==> src/rtl/umi_regif_pipe.sv <==
// Pipelined UMI device-side register interface: decodes UMI requests into register
// strobes and returns responses through a credit-managed response FIFO.
module umi_regif_pipe #(
  parameter int unsigned AW        = 64,
  parameter int unsigned CW        = 32,
  parameter int unsigned DW        = 256,
  parameter int unsigned RW        = 64,
  parameter int unsigned GRPOFFSET = 24,
  parameter int unsigned GRPAW     = 4,
  parameter int unsigned GRPID     = 0,
  parameter int unsigned DEPTH     = 4,
  parameter int unsigned RDLAT     = 1,
  parameter int unsigned ERRRESP   = 1
) (
  input  logic          clk,
  input  logic          nreset,
  input  logic          udev_req_valid,
  input  logic [CW-1:0] udev_req_cmd,
  input  logic [AW-1:0] udev_req_dstaddr,
  input  logic [AW-1:0] udev_req_srcaddr,
  input  logic [DW-1:0] udev_req_data,
  output logic          udev_req_ready,
  output logic          udev_resp_valid,
  output logic [CW-1:0] udev_resp_cmd,
  output logic [AW-1:0] udev_resp_dstaddr,
  output logic [AW-1:0] udev_resp_srcaddr,
  output logic [DW-1:0] udev_resp_data,
  input  logic          udev_resp_ready,
  output logic [AW-1:0] reg_addr,
  output logic          reg_write,
  output logic          reg_read,
  output logic [4:0]    reg_opcode,
  output logic [2:0]    reg_size,
  output logic [7:0]    reg_len,
  output logic [RW-1:0] reg_wrdata,
  input  logic [RW-1:0] reg_rddata
);

  localparam int unsigned PW   = $clog2(DEPTH);
  localparam int unsigned CNTW = PW + 1;
  localparam int unsigned NREP = DW / RW;
  localparam int unsigned RWB  = RW / 8;
  localparam logic [4:0]  REQ_READ   = 5'h01;
  localparam logic [4:0]  REQ_WRITE  = 5'h03;
  localparam logic [4:0]  REQ_POSTED = 5'h05;
  localparam logic [4:0]  RESP_READ  = 5'h02;
  localparam logic [4:0]  RESP_WRITE = 5'h04;
  localparam logic        ERR_EN     = (ERRRESP != 0);

  logic          ready_q;
  logic          acc, is_read, is_write, is_posted;
  logic          match, fits, ok, respond;
  logic [16:0]   nbytes;
  logic [1:0]    err;
  logic [CW-1:0] hdr_cmd;

  assign reg_opcode = udev_req_cmd[4:0];
  assign reg_size   = udev_req_cmd[7:5];
  assign reg_len    = udev_req_cmd[15:8];
  assign reg_addr   = udev_req_dstaddr;
  assign reg_wrdata = udev_req_data[RW-1:0];

  assign is_read   = (reg_opcode == REQ_READ);
  assign is_write  = (reg_opcode == REQ_WRITE);
  assign is_posted = (reg_opcode == REQ_POSTED);

  // Byte count of the request must fit in one register
  assign nbytes = (17'(reg_len) + 17'd1) << reg_size;
  assign fits   = (nbytes <= 17'(RWB));

  if (GRPAW == 0) begin : g_nogrp
    assign match = 1'b1;
  end else begin : g_grp
    assign match = (udev_req_dstaddr[GRPOFFSET +: GRPAW] == GRPAW'(GRPID));
  end

  if (DW > RW) begin : g_unused
    logic unused_data;
    assign unused_data = ^udev_req_data[DW-1:RW];
  end

  assign ok        = match & fits;
  assign acc       = udev_req_valid & ready_q;
  assign reg_read  = acc & is_read & ok;
  assign reg_write = acc & (is_write | is_posted) & ok;
  assign respond   = acc & ~is_posted & (match | ERR_EN);
  assign err       = (ok & (is_read | is_write)) ? 2'b00 : 2'b10;

  always_comb begin
    hdr_cmd        = udev_req_cmd;
    hdr_cmd[4:0]   = is_write ? RESP_WRITE : RESP_READ;
    hdr_cmd[26:25] = err;
  end

  // Read-latency stage: header waits here until reg_rddata is valid
  logic          st_valid, st_rd, pipe_next;
  logic [CW-1:0] st_cmd;
  logic [AW-1:0] st_dst, st_src;

  if (RDLAT == 0) begin : g_lat0
    assign st_valid  = respond;
    assign st_rd     = reg_read;
    assign st_cmd    = hdr_cmd;
    assign st_dst    = udev_req_srcaddr;
    assign st_src    = udev_req_dstaddr;
    assign pipe_next = 1'b0;
  end else begin : g_lat1
    logic          p_valid, p_rd;
    logic [CW-1:0] p_cmd;
    logic [AW-1:0] p_dst, p_src;

    always_ff @(posedge clk or negedge nreset) begin
      if (!nreset) begin
        p_valid <= 1'b0;
        p_rd    <= 1'b0;
        p_cmd   <= '0;
        p_dst   <= '0;
        p_src   <= '0;
      end else begin
        p_valid <= respond;
        p_rd    <= reg_read;
        if (respond) begin
          p_cmd <= hdr_cmd;
          p_dst <= udev_req_srcaddr;
          p_src <= udev_req_dstaddr;
        end
      end
    end

    assign st_valid  = p_valid;
    assign st_rd     = p_rd;
    assign st_cmd    = p_cmd;
    assign st_dst    = p_dst;
    assign st_src    = p_src;
    assign pipe_next = respond;
  end

  // Response FIFO
  logic [CW-1:0]   cmd_mem  [DEPTH];
  logic [AW-1:0]   dst_mem  [DEPTH];
  logic [AW-1:0]   src_mem  [DEPTH];
  logic [DW-1:0]   data_mem [DEPTH];
  logic [PW-1:0]   wr_ptr, rd_ptr;
  logic [CNTW-1:0] count, count_next;
  logic [CNTW:0]   used_next;
  logic            push, pop;
  logic [DW-1:0]   push_data;

  assign push            = st_valid;
  assign push_data       = st_rd ? {NREP{reg_rddata}} : '0;
  assign udev_resp_valid = (count != '0);
  assign pop             = udev_resp_valid & udev_resp_ready;

  always_comb begin
    count_next = count;
    if (push && !pop)      count_next = count + CNTW'(1);
    else if (!push && pop) count_next = count - CNTW'(1);
  end

  // Credits cover queued entries plus responses still in the latency stage
  assign used_next = (CNTW+1)'(count_next) + (CNTW+1)'(pipe_next);

  always_ff @(posedge clk or negedge nreset) begin
    if (!nreset) begin
      wr_ptr  <= '0;
      rd_ptr  <= '0;
      count   <= '0;
      ready_q <= 1'b0;
      for (int unsigned i = 0; i < DEPTH; i++) begin
        cmd_mem[i]  <= '0;
        dst_mem[i]  <= '0;
        src_mem[i]  <= '0;
        data_mem[i] <= '0;
      end
    end else begin
      if (push) begin
        cmd_mem[wr_ptr]  <= st_cmd;
        dst_mem[wr_ptr]  <= st_dst;
        src_mem[wr_ptr]  <= st_src;
        data_mem[wr_ptr] <= push_data;
        wr_ptr           <= wr_ptr + PW'(1);
      end
      if (pop) rd_ptr <= rd_ptr + PW'(1);
      count   <= count_next;
      ready_q <= (used_next < (CNTW+1)'(DEPTH));
    end
  end

  assign udev_req_ready    = ready_q;
  assign udev_resp_cmd     = cmd_mem[rd_ptr];
  assign udev_resp_dstaddr = dst_mem[rd_ptr];
  assign udev_resp_srcaddr = src_mem[rd_ptr];
  assign udev_resp_data    = data_mem[rd_ptr];

endmodule

==> config.mk <==
export PLATFORM = sky130hd
export DESIGN_NAME = umi_regif_pipe
export DESIGN_NICKNAME = d
export VERILOG_FILES = /design/src/rtl/umi_regif_pipe.sv
export SDC_FILE = /design/constraint.sdc
export NUM_CORES = 1
export LEC_CHECK = 0
export CAP_MARGIN = 10
export CORE_AREA = 2 2 406 408
export CTS_CLUSTER_SIZE = 28
export DETAILED_ROUTE_END_ITERATION = 10
export DIE_AREA = 0 0 408 410
export GPL_ROUTABILITY_DRIVEN = 1
export PLACE_DENSITY = 0.48
export SYNTH_ARGS = -nofsm -noshare
export SYNTH_HDL_FRONTEND = slang
export SYNTH_SLANG_ARGS = --single-unit
==> constraint.sdc <==
create_clock -name clk -period 6.02 [get_ports clk]
set_input_delay 1.204 -clock clk [delete_from_list [all_inputs] [get_ports clk]]
set_output_delay 1.204 -clock clk [all_outputs]
set_load 0.01 [all_outputs]
======== Word-level counts from Yosys, hierarchy flattened ========
Index checks and enable logic that the tools add are counted.
storage, ports and cells
  register bits after elaboration ......... 1834
  bits of input ports ..................... 484
  logic and storage cells ................. 88
operators by class
  add/sub/neg operators ................... 6
  magnitude comparators ................... 5
  eq/ne operators ......................... 3
  shifts and indexed selects .............. 1
  mux-type cells .......................... 27
  bitwise operators ....................... 14
  reduce and logical (&&, ||, !) cells .... 7
operator list
  cell                 number
  $bwmux 1024          1
  $mux 256             4
  $bmux 256 s2         1
  $bwmux 256           2
  $demux 256 s2        1
  $mux 64              5
  $bmux 64 s2          2
  $bwmux 128           1
  $demux 64 s2         1
  $mux 32              3
  $bmux 32 s2          1
  $demux 32 s2         1
  $le 17x4->1 const B  1
  $shl 9x3->17         1
  $add 8x1->9 const B  1
  $and 1x1->1          9
  $mux 3               3
  $ge 3x3->1 const B   2
  $not 2->3            2
  $eq 5x1->1 const B   1
  $eq 5x2->1 const B   1
  $eq 5x3->1 const B   1
  $add 2x1->2 const B  2
  $add 3x1->4          1
  other kinds (11)     15

======== Logic depth before layout (Yosys ltp) ========
  depth after elaboration ................. 7
  gate-level depth with buffers ........... 9
  depth with buffers taken out ............ 8

======== Worst setup path before layout ========
No wires, ideal clock.
  path type ............................... input to output
  start ................................... input udev_req_cmd[8]
  end ..................................... output reg_write
  arrival time ............................ 2.831 ns
  data required time ...................... 4.816 ns
  setup slack ............................. 1.985 ns
  stages on the path ...................... 7
  path through ............................ ha_1 > xnor2_2 > a221oi_1 > o21a_1 > a221o_1 > nor4_2 > nor3b_2
between the ends
  longest elaborated chain between the ends .. 5
RTL lines
  element       line  source
  from (decl)   18    input logic [CW-1:0] udev_req_cmd,
  $add 8x1->9   68    assign nbytes = (17'(reg_len) + 17'd1) << reg_size;
  $shl 9x3->17  68
  $le 17x4->1   69    assign fits = (nbytes <= 17'(RWB));
  $and 1x1->1   82    assign ok = match & fits;
  $and 1x1->1   85    assign reg_write = acc & (is_write | is_posted) & ok;
  to (decl)     30    output logic reg_write,
No other way between the ends.

======== Worst setup path after layout ========
  start ................................... input udev_req_cmd[9]
  end ..................................... output reg_read
between the ends
  longest elaborated chain between the ends .. 5
RTL lines
  element       line  source
  $add 8x1->9   68
  $shl 9x3->17  68
  $le 17x4->1   69
  $and 1x1->1   82
  $and 1x1->1   84    assign reg_read = acc & is_read & ok;
  to (decl)     31    output logic reg_read,
No other way between the ends.

==> out/results.md <==
| Step | Quantity | Value |
| --- | --- | --- |
| logic synthesis | Number of cells produced by synthesis | 3275 |
| power and ir drop | Maximum vdd drop | 0.0002945 V |
| worst setup path | Most frequent cell on the critical path | sky130_fd_sc_hd__clkdlybuf4s50_1 |
| worst setup path | Worst Setup End Kind | primary output |
| place | Half-perimeter wire length after detailed placement | 84520 um |
| sta | Final-layout worst hold slack | 435.7 ps |
| sta | Clock Skew | 53.76 ps |
| logic synthesis | Share of synthesized flip-flops with an asynchronous set or reset | 100.0% |
| clock network | Clock slew at the register clock pins of the worst setup and hold paths | 60 ps |
| clock network | Clock tree buffer depth | 3 |
| global routing | Overflow left after global routing | 0 |
| run status | Result of the run | finished, final reports clean |
| worst setup path | Largest fanout of any net on the critical path | 6 |
| floorplan | Row count | 149 |
| sta | Final worst slack | 302.8 ps |
| drt | DRC violations left | 0 |
| flow run | Maxcap violations | 0 |
| logic synthesis | Netlist area before placement | 46550 um2 |
| drt | First DRT Iteration DRCs | 1156 |
| worst setup path | CP arrival | 4510 ps |
| logic synthesis | Average footprint of a synthesized cell | 14.22 um2 |
| layout | Post-Layout Inst Area | 58090 um2 |
| clock network | Maximum level of the CTS H-tree | 3 |
| logic synthesis | Proportion of synthesized chip area in sequential cells | 56.22% |
| place | DP Area | 53780 um2 |
| layout | Fill cell total of the finished layout | 15920 |
| floorplan | Die Wd | 408 um |
| sta | Slew at the pin closest to its max-slew limit | 1008 ps |
| logic synthesis | Ys flop type | sky130_fd_sc_hd__dfrtp_1 |
| power and ir drop | Cell Pwr Density | 577.8 nW/um2 |
| drt | Vias | 26960 |
| layout | Area Overhead vs Synth | 24.78% |
| clock network | Number of setup buffers added after CTS | 0 |
| logic synthesis | Largest cells by area after synthesis | sky130_fd_sc_hd__dfrtp_1 (56%), sky130_fd_sc_hd__mux2_2 (19%), sky130_fd_sc_hd__mux4_2 (11%) |
| sta | Tightest slew margin relative to the limit | 32.79% |
| clock network | Number of buffers added by the clock tree synthesis step | 120 |
| hold path | Class of the tightest hold or removal check | in -> async |
| sta | Count of endpoints failing hold in the final timing report | 0 |
| place | Placer congestion estimate | 0.7533 |
| logic synthesis | Yosys top cell by area | sky130_fd_sc_hd__dfrtp_1 |
| global routing | First-pass GRT wire length | 194700 um |
| layout | Fraction of layout cells with a size suffix above 1 | 33.99% |
| sta | Period utilisation layout | 94.97% |
| place | Place WS | 346.2 ps |
| global routing | Largest net degree at the start of global routing | 152 |
| worst setup path | Startpoint kind of the worst setup timing path | primary input |
| power and ir drop | Leakage power figure | 23.81 nW |
| clock network | Buffer cell driving the clock tree root | sky130_fd_sc_hd__clkbuf_16 |
| worst setup path | Delay of the slowest cell on the worst path | 600 ps |
| logic synthesis | Fraction of synthesized cell area taken by the top area cell type | 56.22% |
| sta | Time the final worst path needs with I/O delays and setup | 5717 ps |
| logic synthesis | Flop and latch count out of synthesis | 1046 |
| floorplan | Floorplan Core Area | 163500 um2 |
| worst setup path | Crit path cell chain | clkdlybuf4s50_1, ha_1, xnor2_2, a221oi_1, o21a_1, a221o_1, nor4_2, buf_4, and3_1, clkdlybuf4s50_1 |
| worst setup path | Category of the most critical setup path | in -> out |
| logic synthesis | Commonest cells in the netlist | sky130_fd_sc_hd__dfrtp_1 (1046), sky130_fd_sc_hd__mux2_2 (773), sky130_fd_sc_hd__buf_4 (340), sky130_fd_sc_hd__nand2_1 (338), sky130_fd_sc_hd__o21ai_0 (267) |
| sta | FMAX | 0.1749 GHz |
| clock network | Post-CTS Hold Fix Bufs | 0 |
| place | Quantity of I/O buffers inserted on ports | 721 |
| clock network | Clock insertion delay at the later pin of the skew report | 760 ps |
| floorplan | Boundary Pins | 1048 |
| clock network | CTS tree | yes |
| worst setup path | Endpoint required time on the critical path | 4820 ps |
| clock network | PostCTS Resize Cnt | 0 |
| sta | RSZ-0062 raised after global routing | no |
| drt | Drt via density | 4.548 |
| sta | Final TNS setup | 0 ps |
| drt | Number of iterations in the first detailed-routing pass | 4 |
| worst setup path | Dominant delay contributor by cell family on the critical path | buffers and inverters |
| floorplan | Die Area | 167300 um2 |
| logic synthesis | Post-synth EDFFs | 0 |
| drt | Final wirelength | 130300 um |
| floorplan | Vert. Die Dim | 410 um |
| logic synthesis | Most numerous cell in the Yosys netlist | sky130_fd_sc_hd__dfrtp_1 |
| global routing | Overall global routing resource usage | 15.41% |
| drt | Average routed wire per standard cell | 21.98 um |
| global routing | Number of antenna violations at the first check in global routing | 31 |
| sta | Pins over their slew limit | 0 |
| sta | Final setup violation count | 0 |
| layout | NumNets Final | 4120 |
| logic synthesis | Synth cell types | 44 |
| clock network | Number of sinks driven by the clock tree | 1046 |
| global routing | Via count of the first global-routing pass | 28440 |
| logic synthesis | Ys Warns | 0 |
| worst setup path | Cell type of the slowest stage on the worst timing path | sky130_fd_sc_hd__clkdlybuf4s50_1 |
| drt | Antenna Nets Post-Route | 0 |
| worst setup path | WP buf/inv | 3 |
| floorplan | Effective utilization at floorplan | 28.47% |
## final timing paths
check	from	endpoint	slack, ps	cells past startpoint
setup / recovery	udev_req_cmd[9]	reg_read	300	10
hold / removal	nreset	cmd_mem[127]	440	1
setup reg to reg	g_lat1.p_valid	src_mem[27]	3190	3
hold reg to reg	data_mem[746]	data_mem[746]	470	2
max in group asynchronous	nreset	data_mem[488]	4010	3
min in group clk	data_mem[746]	data_mem[746]	470	2
## worst reg2reg max path, stage by stage (launching register included)
cell and delay (ps):
sky130_fd_sc_hd__dfrtp_1 610, sky130_fd_sc_hd__nand2_4 850, sky130_fd_sc_hd__buf_12 620, sky130_fd_sc_hd__mux2_2 610
## cell type report
type                    count  area [um2]  share of cell area [%]
diodes                      8       20.02                 0.03446
clock buffers             179        3615                   6.223
clock inverters            46       671.9                   1.157
inverters                   9       33.78                 0.05815
multi-input cells        1678       16950                   29.18
flip-flops and latches   1046       26180                   45.07
well taps                2189        2739                   4.715
repair buffers            773        7875                   13.56
## cell usage in the layout, fill, tap and decap left out, types with 18 or more instances in the layout
cell	instances
sky130_fd_sc_hd__buf_12	21
sky130_fd_sc_hd__buf_4	31
sky130_fd_sc_hd__clkbuf_1	20
sky130_fd_sc_hd__clkbuf_16	120
sky130_fd_sc_hd__clkbuf_8	39
sky130_fd_sc_hd__clkdlybuf4s50_1	720
sky130_fd_sc_hd__clkinv_2	18
sky130_fd_sc_hd__dfrtp_1	1043
sky130_fd_sc_hd__mux2_2	773
sky130_fd_sc_hd__mux4_2	220
sky130_fd_sc_hd__nand2_1	334
sky130_fd_sc_hd__o21ai_0	267
## cells by family after synthesis
kind of cell / after synthesis / synth area share (%)
DFF: 1046 / 56.22
muxes: 993 / 29.34
buffers and inverters: 554 / 7.482
and+or+nand+nor: 368 / 3.144
AOI/OAI and AO/OA: 293 / 3.322
adders and majority gates: 10 / 0.2580
xor gates and xnor gates: 10 / 0.2204
other: 1 / 0.008055
## routing by layer
metal	track usage, %	vias to the layer above	part of all wire, %
li1	-	12080	-
met1	19.57	13860	43
met2	24.13	752	46
met3	5.824	223	8.5
met4	5.134	46	2.9
met5	0	-	0.22
## sequential cells by signal, indices dropped and copies added (netlist names), 2 cells and up
| name | count |
|---|---|
| cmd_mem | 112 |
| g_lat1.p_src | 64 |
| count | 3 |
| src_mem | 256 |
| g_lat1.p_dst | 64 |
| wr_ptr | 2 |
| data_mem | 256 |
| rd_ptr | 2 |
| dst_mem | 256 |
| g_lat1.p_cmd | 28 |
## power breakdown
group / leakage (nW) / switching [W] / total, W / internal, W
Clock: 2.10 / 0.00313 / 0.00777 / 0.00464
Combinational: 8.78 / 0.00585 / 0.0137 / 0.00783
Sequential: 12.9 / 0.00195 / 0.0121 / 0.0102
## stage by stage
step,cells,power [W],utilization [%]
floorplan,3278,0.02014,-
global placement,5695,0.02616,32.90
detailed placement,5695,0.02633,32.90
CTS,5920,0.03432,35.52
global route,5921,0.03572,35.52
finish,5928,0.03357,35.53
Power figures use the tool's default switching activity.
